[config.mk]
export PLATFORM = sky130hd
export DESIGN_NAME = univ_shift_reg_n
export DESIGN_NICKNAME = d
export VERILOG_FILES = /design/src/rtl/univ_shift_reg_n.sv
export SDC_FILE = /design/constraint.sdc
export NUM_CORES = 1
export LEC_CHECK = 0
export CAP_MARGIN = 25
export CORE_UTILIZATION = 42
export DETAILED_ROUTE_END_ITERATION = 8
export HOLD_SLACK_MARGIN = 0.02
export PLACE_DENSITY = 0.78
export SETUP_SLACK_MARGIN = 0.4
export SYNTH_ARGS = -nofsm -noshare
export SYNTH_HDL_FRONTEND = slang
export SYNTH_SLANG_ARGS = --single-unit
[constraint.sdc]
create_clock -name clk -period 3.4 [get_ports clk]
set_input_delay 0.34 -clock clk [delete_from_list [all_inputs] [get_ports clk]]
set_output_delay 0.34 -clock clk [all_outputs]
set_load 0.01 [all_outputs]
[src/rtl/univ_shift_reg_n.sv]
// Universal N-bit shift register stepped by a debounced push-button or a clean strobe.
// Supports hold, shift, rotate, arithmetic shift and parallel load, and counts executed steps.
module univ_shift_reg_n #(
  parameter int WIDTH           = 8,
  parameter int DEBOUNCE_PERIOD = 10000
) (
  input  logic             clk,
  input  logic             rst,
  input  logic             clr_n,
  input  logic [2:0]       mode,
  input  logic             dr,
  input  logic             dl,
  input  logic             cp,
  input  logic             step_en,
  input  logic [WIDTH-1:0] d,
  output logic [WIDTH-1:0] q,
  output logic             step_pulse,
  output logic [7:0]       step_cnt
);

  localparam int            CW      = (DEBOUNCE_PERIOD > 1) ? $clog2(DEBOUNCE_PERIOD) : 1;
  localparam logic [CW-1:0] DB_LAST = CW'(DEBOUNCE_PERIOD - 1);

  localparam logic [2:0] MODE_HOLD = 3'b000;
  localparam logic [2:0] MODE_SHR  = 3'b001;
  localparam logic [2:0] MODE_SHL  = 3'b010;
  localparam logic [2:0] MODE_LOAD = 3'b011;
  localparam logic [2:0] MODE_ROR  = 3'b100;
  localparam logic [2:0] MODE_ROL  = 3'b101;
  localparam logic [2:0] MODE_ASH  = 3'b110;

  logic             sync1_q, sync2_q;
  logic             cp_db_q, cp_db_d;
  logic [CW-1:0]    db_cnt_q, db_cnt_d;
  logic             btn_evt_q, btn_evt_d;
  logic [WIDTH-1:0] q_q, q_d;
  logic             step_pulse_q, step_pulse_d;
  logic [7:0]       step_cnt_q, step_cnt_d;
  logic             step;
  logic             op_active;
  logic [WIDTH-1:0] q_next;

  // Debounce: accept a new synchronized level only after it differs for DEBOUNCE_PERIOD cycles.
  always_comb begin
    cp_db_d   = cp_db_q;
    db_cnt_d  = '0;
    btn_evt_d = 1'b0;
    if (sync2_q != cp_db_q) begin
      if (db_cnt_q == DB_LAST) begin
        cp_db_d   = sync2_q;
        btn_evt_d = ~sync2_q;
      end else begin
        db_cnt_d = db_cnt_q + 1'b1;
      end
    end
  end

  assign step = btn_evt_q | step_en;

  // NOTE: every output of this block gets a default first so no path leaves a latch behind.
  always_comb begin
    q_next    = q_q;
    op_active = 1'b1;
    case (mode)
      MODE_SHR:  q_next = {q_q[WIDTH-2:0], dr};
      MODE_SHL:  q_next = {dl, q_q[WIDTH-1:1]};
      MODE_LOAD: q_next = d;
      MODE_ROR:  q_next = {q_q[WIDTH-2:0], q_q[WIDTH-1]};
      MODE_ROL:  q_next = {q_q[0], q_q[WIDTH-1:1]};
      MODE_ASH:  q_next = {q_q[WIDTH-1], q_q[WIDTH-1:1]};
      MODE_HOLD: op_active = 1'b0;
      default:   op_active = 1'b0;
    endcase
  end

  // Clear dominates any coincident step, and a button event during clear is simply lost.
  always_comb begin
    q_d          = q_q;
    step_pulse_d = 1'b0;
    step_cnt_d   = step_cnt_q;
    if (!clr_n) begin
      q_d        = '0;
      step_cnt_d = '0;
    end else if (step && op_active) begin
      q_d          = q_next;
      step_pulse_d = 1'b1;
      step_cnt_d   = step_cnt_q + 8'd1;
    end
  end

  // NOTE: reset is asynchronous so outputs clear immediately, independent of clk.
  // NOTE: state flops use non-blocking assignments so all of them update from pre-edge values.
  always_ff @(posedge clk or posedge rst) begin
    if (rst) begin
      sync1_q      <= 1'b1;
      sync2_q      <= 1'b1;
      cp_db_q      <= 1'b1;
      db_cnt_q     <= '0;
      btn_evt_q    <= 1'b0;
      q_q          <= '0;
      step_pulse_q <= 1'b0;
      step_cnt_q   <= '0;
    end else begin
      sync1_q      <= cp;
      sync2_q      <= sync1_q;
      cp_db_q      <= cp_db_d;
      db_cnt_q     <= db_cnt_d;
      btn_evt_q    <= btn_evt_d;
      q_q          <= q_d;
      step_pulse_q <= step_pulse_d;
      step_cnt_q   <= step_cnt_d;
    end
  end

  assign q          = q_q;
  assign step_pulse = step_pulse_q;
  assign step_cnt   = step_cnt_q;

endmodule

# Word-level counts from Yosys, hierarchy flattened
# Index checks and enable logic that the tools add are counted.
# word_totals
output_inout_bits	17
rom_bits	0
latchBits	0
regBits	35
in_bits	18
memories	0
ramBits	0
# classes
order_cmp	0
n_reduce_logical	5
shifts	0
addsub	2
div	0
n_eq_ne	12
bitwise	2
n_mul	0
muxes	12
# ops
op	n
$pmux W8 S6	1
$mux W8	4
$mux W14	2
$add A14 B1 Y14 const B	1
$eq A14 B14 Y1 const B	1
$eq A3 B3 Y1 const B	3
$add A8 B1 Y8 const B	1
$ne A7 B1 Y1 const B	1
$eq A3 B2 Y1 const B	2
$ne A6 B1 Y1 const B	1
$reduce_or A6 Y1	1
$mux W1	5
$reduce_and A2 Y1	2
$eq A3 B1 Y1 const B	1
$reduce_and A3 Y1	1
$ne A2 B1 Y1 const B	1
$ne A2 B2 Y1 const B	1
$logic_and A1 B1 Y1	1
$ne A1 B1 Y1	1
$not A1 Y1	1
$or A1 B1 Y1	1

# Depth between registers and ports, before layout
# Gate-level depths: netlist of the first run.
# logic_depth
word_depth	6
depth_mapped	7
mapped_depth_nobuf	5

# Worst setup path after synthesis of the first run
# OpenSTA, ideal clock, no wires.
# synth_path
path_type	register to register
start	register db_cnt_q[11]
end	register db_cnt_q[10]
path_stages_with_launch	6
arrival_ps	1717
setup_ps	119
path_slack_ps	1565
cell_sequence	dfrtp_1 > or4b_1 > or4_4 > nand2_2 > buf_6 > nor2_1
# synth_via
elab_chain_cells	3
# synth_lines
item	line_no	text
start: declaration	34	logic [CW-1:0] db_cnt_q, db_cnt_d;
start signal: assignment	107	db_cnt_q <= db_cnt_d;
$eq A14 B14 Y1	49	if (db_cnt_q == DB_LAST) begin
$mux W14	49	
$mux W14	48	if (sync2_q != cp_db_q) begin
via db_cnt_d[10]	34	
# The timed path passes the listed nets, and every way through them passes these cells.
# A chain may end at the register's enable or synchronous reset.

# Worst setup path after layout of the first run
# layout_path
start	input mode[2]
end	register q_q[6], in the netlist q[6]
# layout_via
elab_chain_cells	6
elab_cells_between_ends	15
cone_classes	8 x eq/ne; 4 x mux; 3 x reduce/logical
# layout_lines
item	line_no	text
start: declaration	10	input logic [2:0] mode,
$eq A3 B3 Y1 (tied with other cells)	64	case (mode)
$reduce_or A6 Y1 (no source line)	n/a	
$mux W1	64	
$logic_and A1 B1 Y1	84	end else if (step && op_active) begin
$ne A2 B1 Y1 (no source line)	n/a	
$reduce_and A2 Y1 (no source line)	n/a	
end signal: assignment	109	q_q <= q_d;
end: declaration	36	logic [WIDTH-1:0] q_q, q_d;
# Several ways; a longest one is shown, not always the timed one. The select of a mux whose other input is x is not followed.

==> reports/results.ini, run 1 <==
[synth]
syn_inst = 197
avgSynthCellArea_um2 = 9.743
yosys_warnings = 0
syn_area_um2 = 1919
synthArstFlopShare_pct = 100.0
synth_cell_types = 48
synth_area_leaders = dfrtp_1 42%, xnor2_1 5.5%, nor2_1 5.1%, dfstp_2 4.1%, nand2_1 2.7%
synth.top_cell.area_share_pct = 41.72
synth_edf_count = 0
ys.flop_type = dfrtp_1
synth_top_area_cell = dfrtp_1
ys_seq_elements = 35
synth_nets = 217
yosysSeqAreaShare_pct = 45.83

[timing]
fmax_mhz = 424.8
rsz0062_at_grt = false
drv_slew = 0
fin_setup_tns_ns = 0
hold_viol = 0
tightest_slew_ns = 0.7651
finalClockSkew_ns = 0.007090
slew_headroom_pct = 48.94
setup_viol = 0
fin_crit_ns = 2.354
period_share_pct = 69.24

[place]
placement.io_buffers = 34
routabilityCongestion = 0.9457
dp.cells = 277
dpl.hpwl_mm = 2.852

[routing]
via_per_inst = 5.516
dr.pass1.iters = 4
drc = 0
drtIter0Drc = 138
wl_mm = 3.963
ant_nets = 0
post_drt_wl_per_cell_um = 13.91
vias = 1572

[clock_network]
cts_resized = 0
cts_setup_buffers = 0
hold_buffers = 0
cts_buffers = 5
clk_pin_slew_ns = 0.06
cts_tree = built
cts_sinks = 35
clockRootBuffer = clkbuf_8
clock_latency_ns = 0.28
clk_path_buf_depth = 2
h-tree-depth = 2

[pwr]
power_density_nw_per_um2 = 381.4
vdd_drop_max_uv = 236.5
combPwrFrac_pct = 14.4
pwr-share-seq_pct = 49.4
internal-power_w = 0.0006830
swShare_pct = 24.87
switching_power_w = 0.0002261
clkPwrFrac_pct = 36.2
p_leak_nw = 0.9568

[floorplan]
die_area_um2 = 4844
fp.dieH_um = 69.60
num_rows = 24
ioPinCount = 35
coreArea_um2 = 4384
initial_core_util_pct = 43.78
die_x_um = 69.60

[setup_path]
crit_required_ns = 3.55
cp_max_fo = 18
setup.worst_path.class = in -> reg
endpoint_kind = register
start_kind = input pin
arrival_ns = 2.50

[layout]
final_cells = 285
final_common_cell = clkdlybuf4s50_1
mostFrequentLayoutCells = 34 x clkdlybuf4s50_1, 32 x dfrtp_1, 26 x nor2_1
synthToLayoutAreaGrowth_pct = 24.19
diodes = 0
layout-drive-gt1-share_pct = 9.871
nets = 252

[global_route]
grt_pass1_vias = 1431
grt_pass1_wl_mm = 6.844
grt_overflow = 0
antenna_found_initial = 0
grt_max_degree = 25
track_usage_pct = 17.54

[job]
cap_viol_max_count = 0

[status]
outcome = complete, no violations

[hold_path]
worstHoldPathType = reg -> reg

[cells by family after synthesis]
logic type	Yosys count	share of synthesized area (%)
buf+inv	15	4.497
fa+ha+maj	2	1.304
compound gates	37	13.43
flops	35	45.83
simple gates	84	23.08
xor+xnor	17	7.757
mux	7	4.107
[sequential cells by signal, indices dropped and copies added, names as in the netlist]
name,flops
db_cnt_q,14
q,8
step_cnt,8
btn_evt_q,1
cp_db_q,1
step_pulse,1
sync1_q,1
sync2_q,1
[metal layers]
layer	vias to the layer above	global-route usage [%]	wire length, um
met5	-	0	0
met4	0	6.349	73
met3	7	3.488	169
met2	46	24.49	1746
met1	733	26.72	1973
li1	786	-	-
[metrics by stage]
stage          cell area (um2)  setup slack, ns  power [W]  utilization (%)  hold WS, ns
2_1_floorplan             1919            1.565  0.0005311                -       0.3445
3_3_place_gp              2283           0.8774  0.0005857            52.08       0.3460
3_5_place_dp              2283           0.7775  0.0005877            52.08       0.3479
4_1_cts                   2384            1.064  0.0009151            54.37       0.3572
5_1_grt                   2384           0.8335  0.0009504            54.37       0.3657
6_report                  2384            1.046  0.0009090            54.37       0.3573
[final timing paths]
kind	from	end	slack, ns	cells after the start
min in group asynchronous	rst	step_cnt[1]	0.49	2
max in group asynchronous	rst	q[6]	2.29	3
max	mode[2]	q[6]	1.05	5
max reg2reg	db_cnt_q[11]	db_cnt_q[2]	1.44	4
min	sync1_q	sync2_q	0.36	0
min reg2reg	sync1_q	sync2_q	0.36	0
[critical path, cell delays in order]
cell	delay [ns]
clkdlybuf4s50_1	0.82
nor3_1	0.25
nor3_2	0.40
nand2_1	0.25
o32ai_1	0.43
[cells in the mapped netlist, types with 4 or more instances]
| cell type | instances |
|---|---|
| a21oi_1 | 7 |
| buf_6 | 4 |
| clkbuf_1 | 4 |
| dfrtp_1 | 32 |
| inv_1 | 5 |
| nand2_1 | 14 |
| nand3_1 | 8 |
| nand4_1 | 4 |
| nor2_1 | 26 |
| nor3_1 | 7 |
| o21ai_0 | 5 |
| o22ai_1 | 5 |
| o31ai_1 | 5 |
| o32ai_1 | 5 |
| xnor2_1 | 12 |
| xor2_1 | 5 |
[cell type report]
class                   instances  area, um2
clock buffers                   8      100.1
fillers                       387       2001
repair buffers                 37      362.8
inverters                       6      22.52
multi-input cells             147      953.4
flip-flops and latches         35      879.6
well taps                      52      65.06
[power by group through the flow]
stage	clock network (W)	registers [W]	logic [W]
final	0.000329	0.000449	0.000131
after global routing	0.000355	0.000452	0.000144
after CTS	0.000334	0.000449	0.000132
after detailed placement	0	0.000457	0.000131
after global placement	0	0.000457	0.000129
after floorplan	0	0.000457	0.0000746
Note: power is estimated with default switching activity, not from simulation.
==> run 2, diff against run 1 <==
--- a/config.mk
+++ b/config.mk
@@ -9,7 +9,7 @@
 export CORE_UTILIZATION = 42
 export DETAILED_ROUTE_END_ITERATION = 8
 export HOLD_SLACK_MARGIN = 0.02
-export PLACE_DENSITY = 0.78
+export PLACE_DENSITY = 0.81
 export SETUP_SLACK_MARGIN = 0.4
 export SYNTH_ARGS = -nofsm -noshare
 export SYNTH_HDL_FRONTEND = slang
==> constraint.sdc (replaced) <==
create_clock -name clk -period 2.1 [get_ports clk]
set_input_delay 0.21 -clock clk [delete_from_list [all_inputs] [get_ports clk]]
set_output_delay 0.21 -clock clk [all_outputs]
set_load 0.01 [all_outputs]
==> run 2 against run 1 <==
  * Cell count increased by 4.2%
  * First-iteration DRC count shrank 41%
  * Register-to-register slack worse by 1.2 ns
  * Largest power group unchanged
==> reports/results.ini, run 2 (synthesis results as in run 1) <==
[status]
outcome = complete, no violations

[global_route]
track_usage_pct = 18.80  ; +1.3 points
globalRouteMet3Util_pct = 4.651  ; +1.2 points
grt_pass1_vias = 1531  ; +7.0%
antenna_found_initial = 0  ; unchanged
met2_usage_pct = 29.02  ; +4.5 points
grt_max_degree = 36  ; +44%
busiest_layer = met2
grt_pass1_wl_mm = 7.120  ; +4.0%
met1_usage_pct = 24.67  ; -2.0 points
grt_overflow = 0  ; unchanged

[routing]
via_per_inst = 5.508  ; -0.13%
dr.pass1.iters = 4  ; unchanged
drc = 0  ; unchanged
vias = 1636  ; +4.1%
drtIter0Drc = 81  ; -41%
ant_nets = 0  ; unchanged
post_drt_wl_per_cell_um = 13.97  ; +0.49%
wl_mm = 4.150  ; +4.7%

[setup_path]
cp-startpoint = db_cnt_q[12]
cp_max_fo = 4  ; -14
start_kind = register
crit_required_ns = 2.32  ; -1.23 ns
arrival_ns = 2.06  ; -0.44 ns
setup.worst_path.class = reg -> reg
worst-r2r-setup-slack_ns = 0.26  ; -1.18 ns
r2r-start = db_cnt_q[12]
endpoint_kind = register

[layout]
seqCellArea_um2 = 879.6  ; unchanged
final_common_cell = dfrtp_1
largest_reg_flops = 14  ; unchanged
multi_input_area_um2 = 974.7  ; +2.2%
diodes = 0  ; unchanged
mostFrequentLayoutCells = 32 x dfrtp_1, 31 x clkdlybuf4s50_1, 26 x nor2_1
synthToLayoutAreaGrowth_pct = 30.38
regMostFlops = db_cnt_q
final_cells = 297  ; +4.2%
nets = 264  ; +4.8%
layout-drive-gt1-share_pct = 16.33  ; +6.5 points
fill_cells = 385  ; -0.52%

[timing]
slew_headroom_pct = 71.10  ; +22 points
drv_slew = 0  ; unchanged
fin_crit_ns = 1.839
fmax_mhz = 543.7
finalClockSkew_ns = 0.005598  ; -0.001493 ns
fin_setup_tns_ns = 0  ; unchanged
rsz0062_at_grt = true
hold_viol = 0  ; unchanged
period_share_pct = 87.59
setup_viol = 0  ; unchanged
tightest_slew_ns = 0.4335  ; -0.3316 ns

[pwr]
p_leak_nw = 1.032  ; +7.9%
power_density_nw_per_um2 = 599.0  ; +57%
vdd_drop_max_uv = 451.0  ; +91%

[clock_network]
clock_latency_ns = 0.29  ; about the same
cts_sinks = 35  ; unchanged
clk_pin_slew_ns = 0.07  ; about the same
h-tree-depth = 2  ; unchanged
cts_tree = built
clockRootBuffer = clkbuf_8
clk_path_buf_depth = 2  ; unchanged
cts_buffers = 5  ; unchanged
hold_buffers = 0  ; unchanged

[floorplan]
ioPinCount = 35  ; unchanged
die_x_um = 69.60  ; unchanged
num_rows = 24  ; unchanged
fp.dieH_um = 69.60  ; unchanged
initial_core_util_pct = 43.78  ; unchanged
die_area_um2 = 4844  ; unchanged
coreArea_um2 = 4384  ; unchanged

[place]
dp.cells = 283  ; +2.2%
routabilityCongestion = 0.8193  ; -13%
placement.io_buffers = 34  ; unchanged
dpl.hpwl_mm = 2.855  ; +0.11%

[hold_path]
worstHoldPathType = in -> async

[job]
cap_viol_max_count = 0  ; unchanged

[run 2: path summary, 6_finish.rpt]
| path | to | cells after the start |
|---|---|---|
| max | cp_db_q | 3 |
| min | step_pulse | 3 |
| max reg2reg | cp_db_q | 3 |
| min reg2reg | sync2_q | 0 |
| max in group asynchronous | sync2_q | 3 |
| min in group clk | sync1_q | 1 |
[run 2: critical path: stages (launching register included)]
cell,delay [ns]
dfrtp_1,0.38
or4b_1,0.52
or4_4,0.55
mux2_4,0.32
[run 2: cell type report]
type | instances | area share [%]
Clock buffer | 7 | 3.850
Inverter | 6 | 0.9000
Sequential cell | 35 | 35.15
Tap cell | 52 | 2.600
Clock inverter | 1 | 0.3000
Timing Repair Buffer | 49 | 18.25
Multi-Input combinational cell | 147 | 38.95
[run 2: where the power goes]
group	switching, W	leakage, nW	internal (W)
Combinational	0.000107	0.512	0.000119
Sequential	0.0000288	0.470	0.000698
Clock	0.000248	0.0505	0.000298
[run 2: repair_timing]
action / CTS / global route
gates cloned: 0 / 0
resized for setup: 4 / 3
buffers inserted: 5 / 1
setup endpoints to repair: 17 / 22
pin swaps: 3 / 0
[run 2: routing by layer]
layer	vias to the layer above	share of wire, %	wire [um]
met5	-	0	0
met4	0	1.8	75
met3	8	4.0	165
met2	36	47	1954
met1	781	47	1955
li1	811	-	-
[run 2: metrics by stage]
stage	hold slack, ns	util [%]	total power, W	area, um2	worst slack, ns
6_report	0.3107	57.08	0.001499	2502	0.2607
5_1_grt	0.2971	57.08	0.001567	2502	0.2211
2_1_floorplan	0.2145	-	0.0008608	1924	0.3054
4_1_cts	0.3093	56.71	0.001516	2486	0.2556
3_5_place_dp	0.3475	53.22	0.0009615	2333	0.05002
3_3_place_gp	0.3456	53.22	0.0009577	2333	0.1022
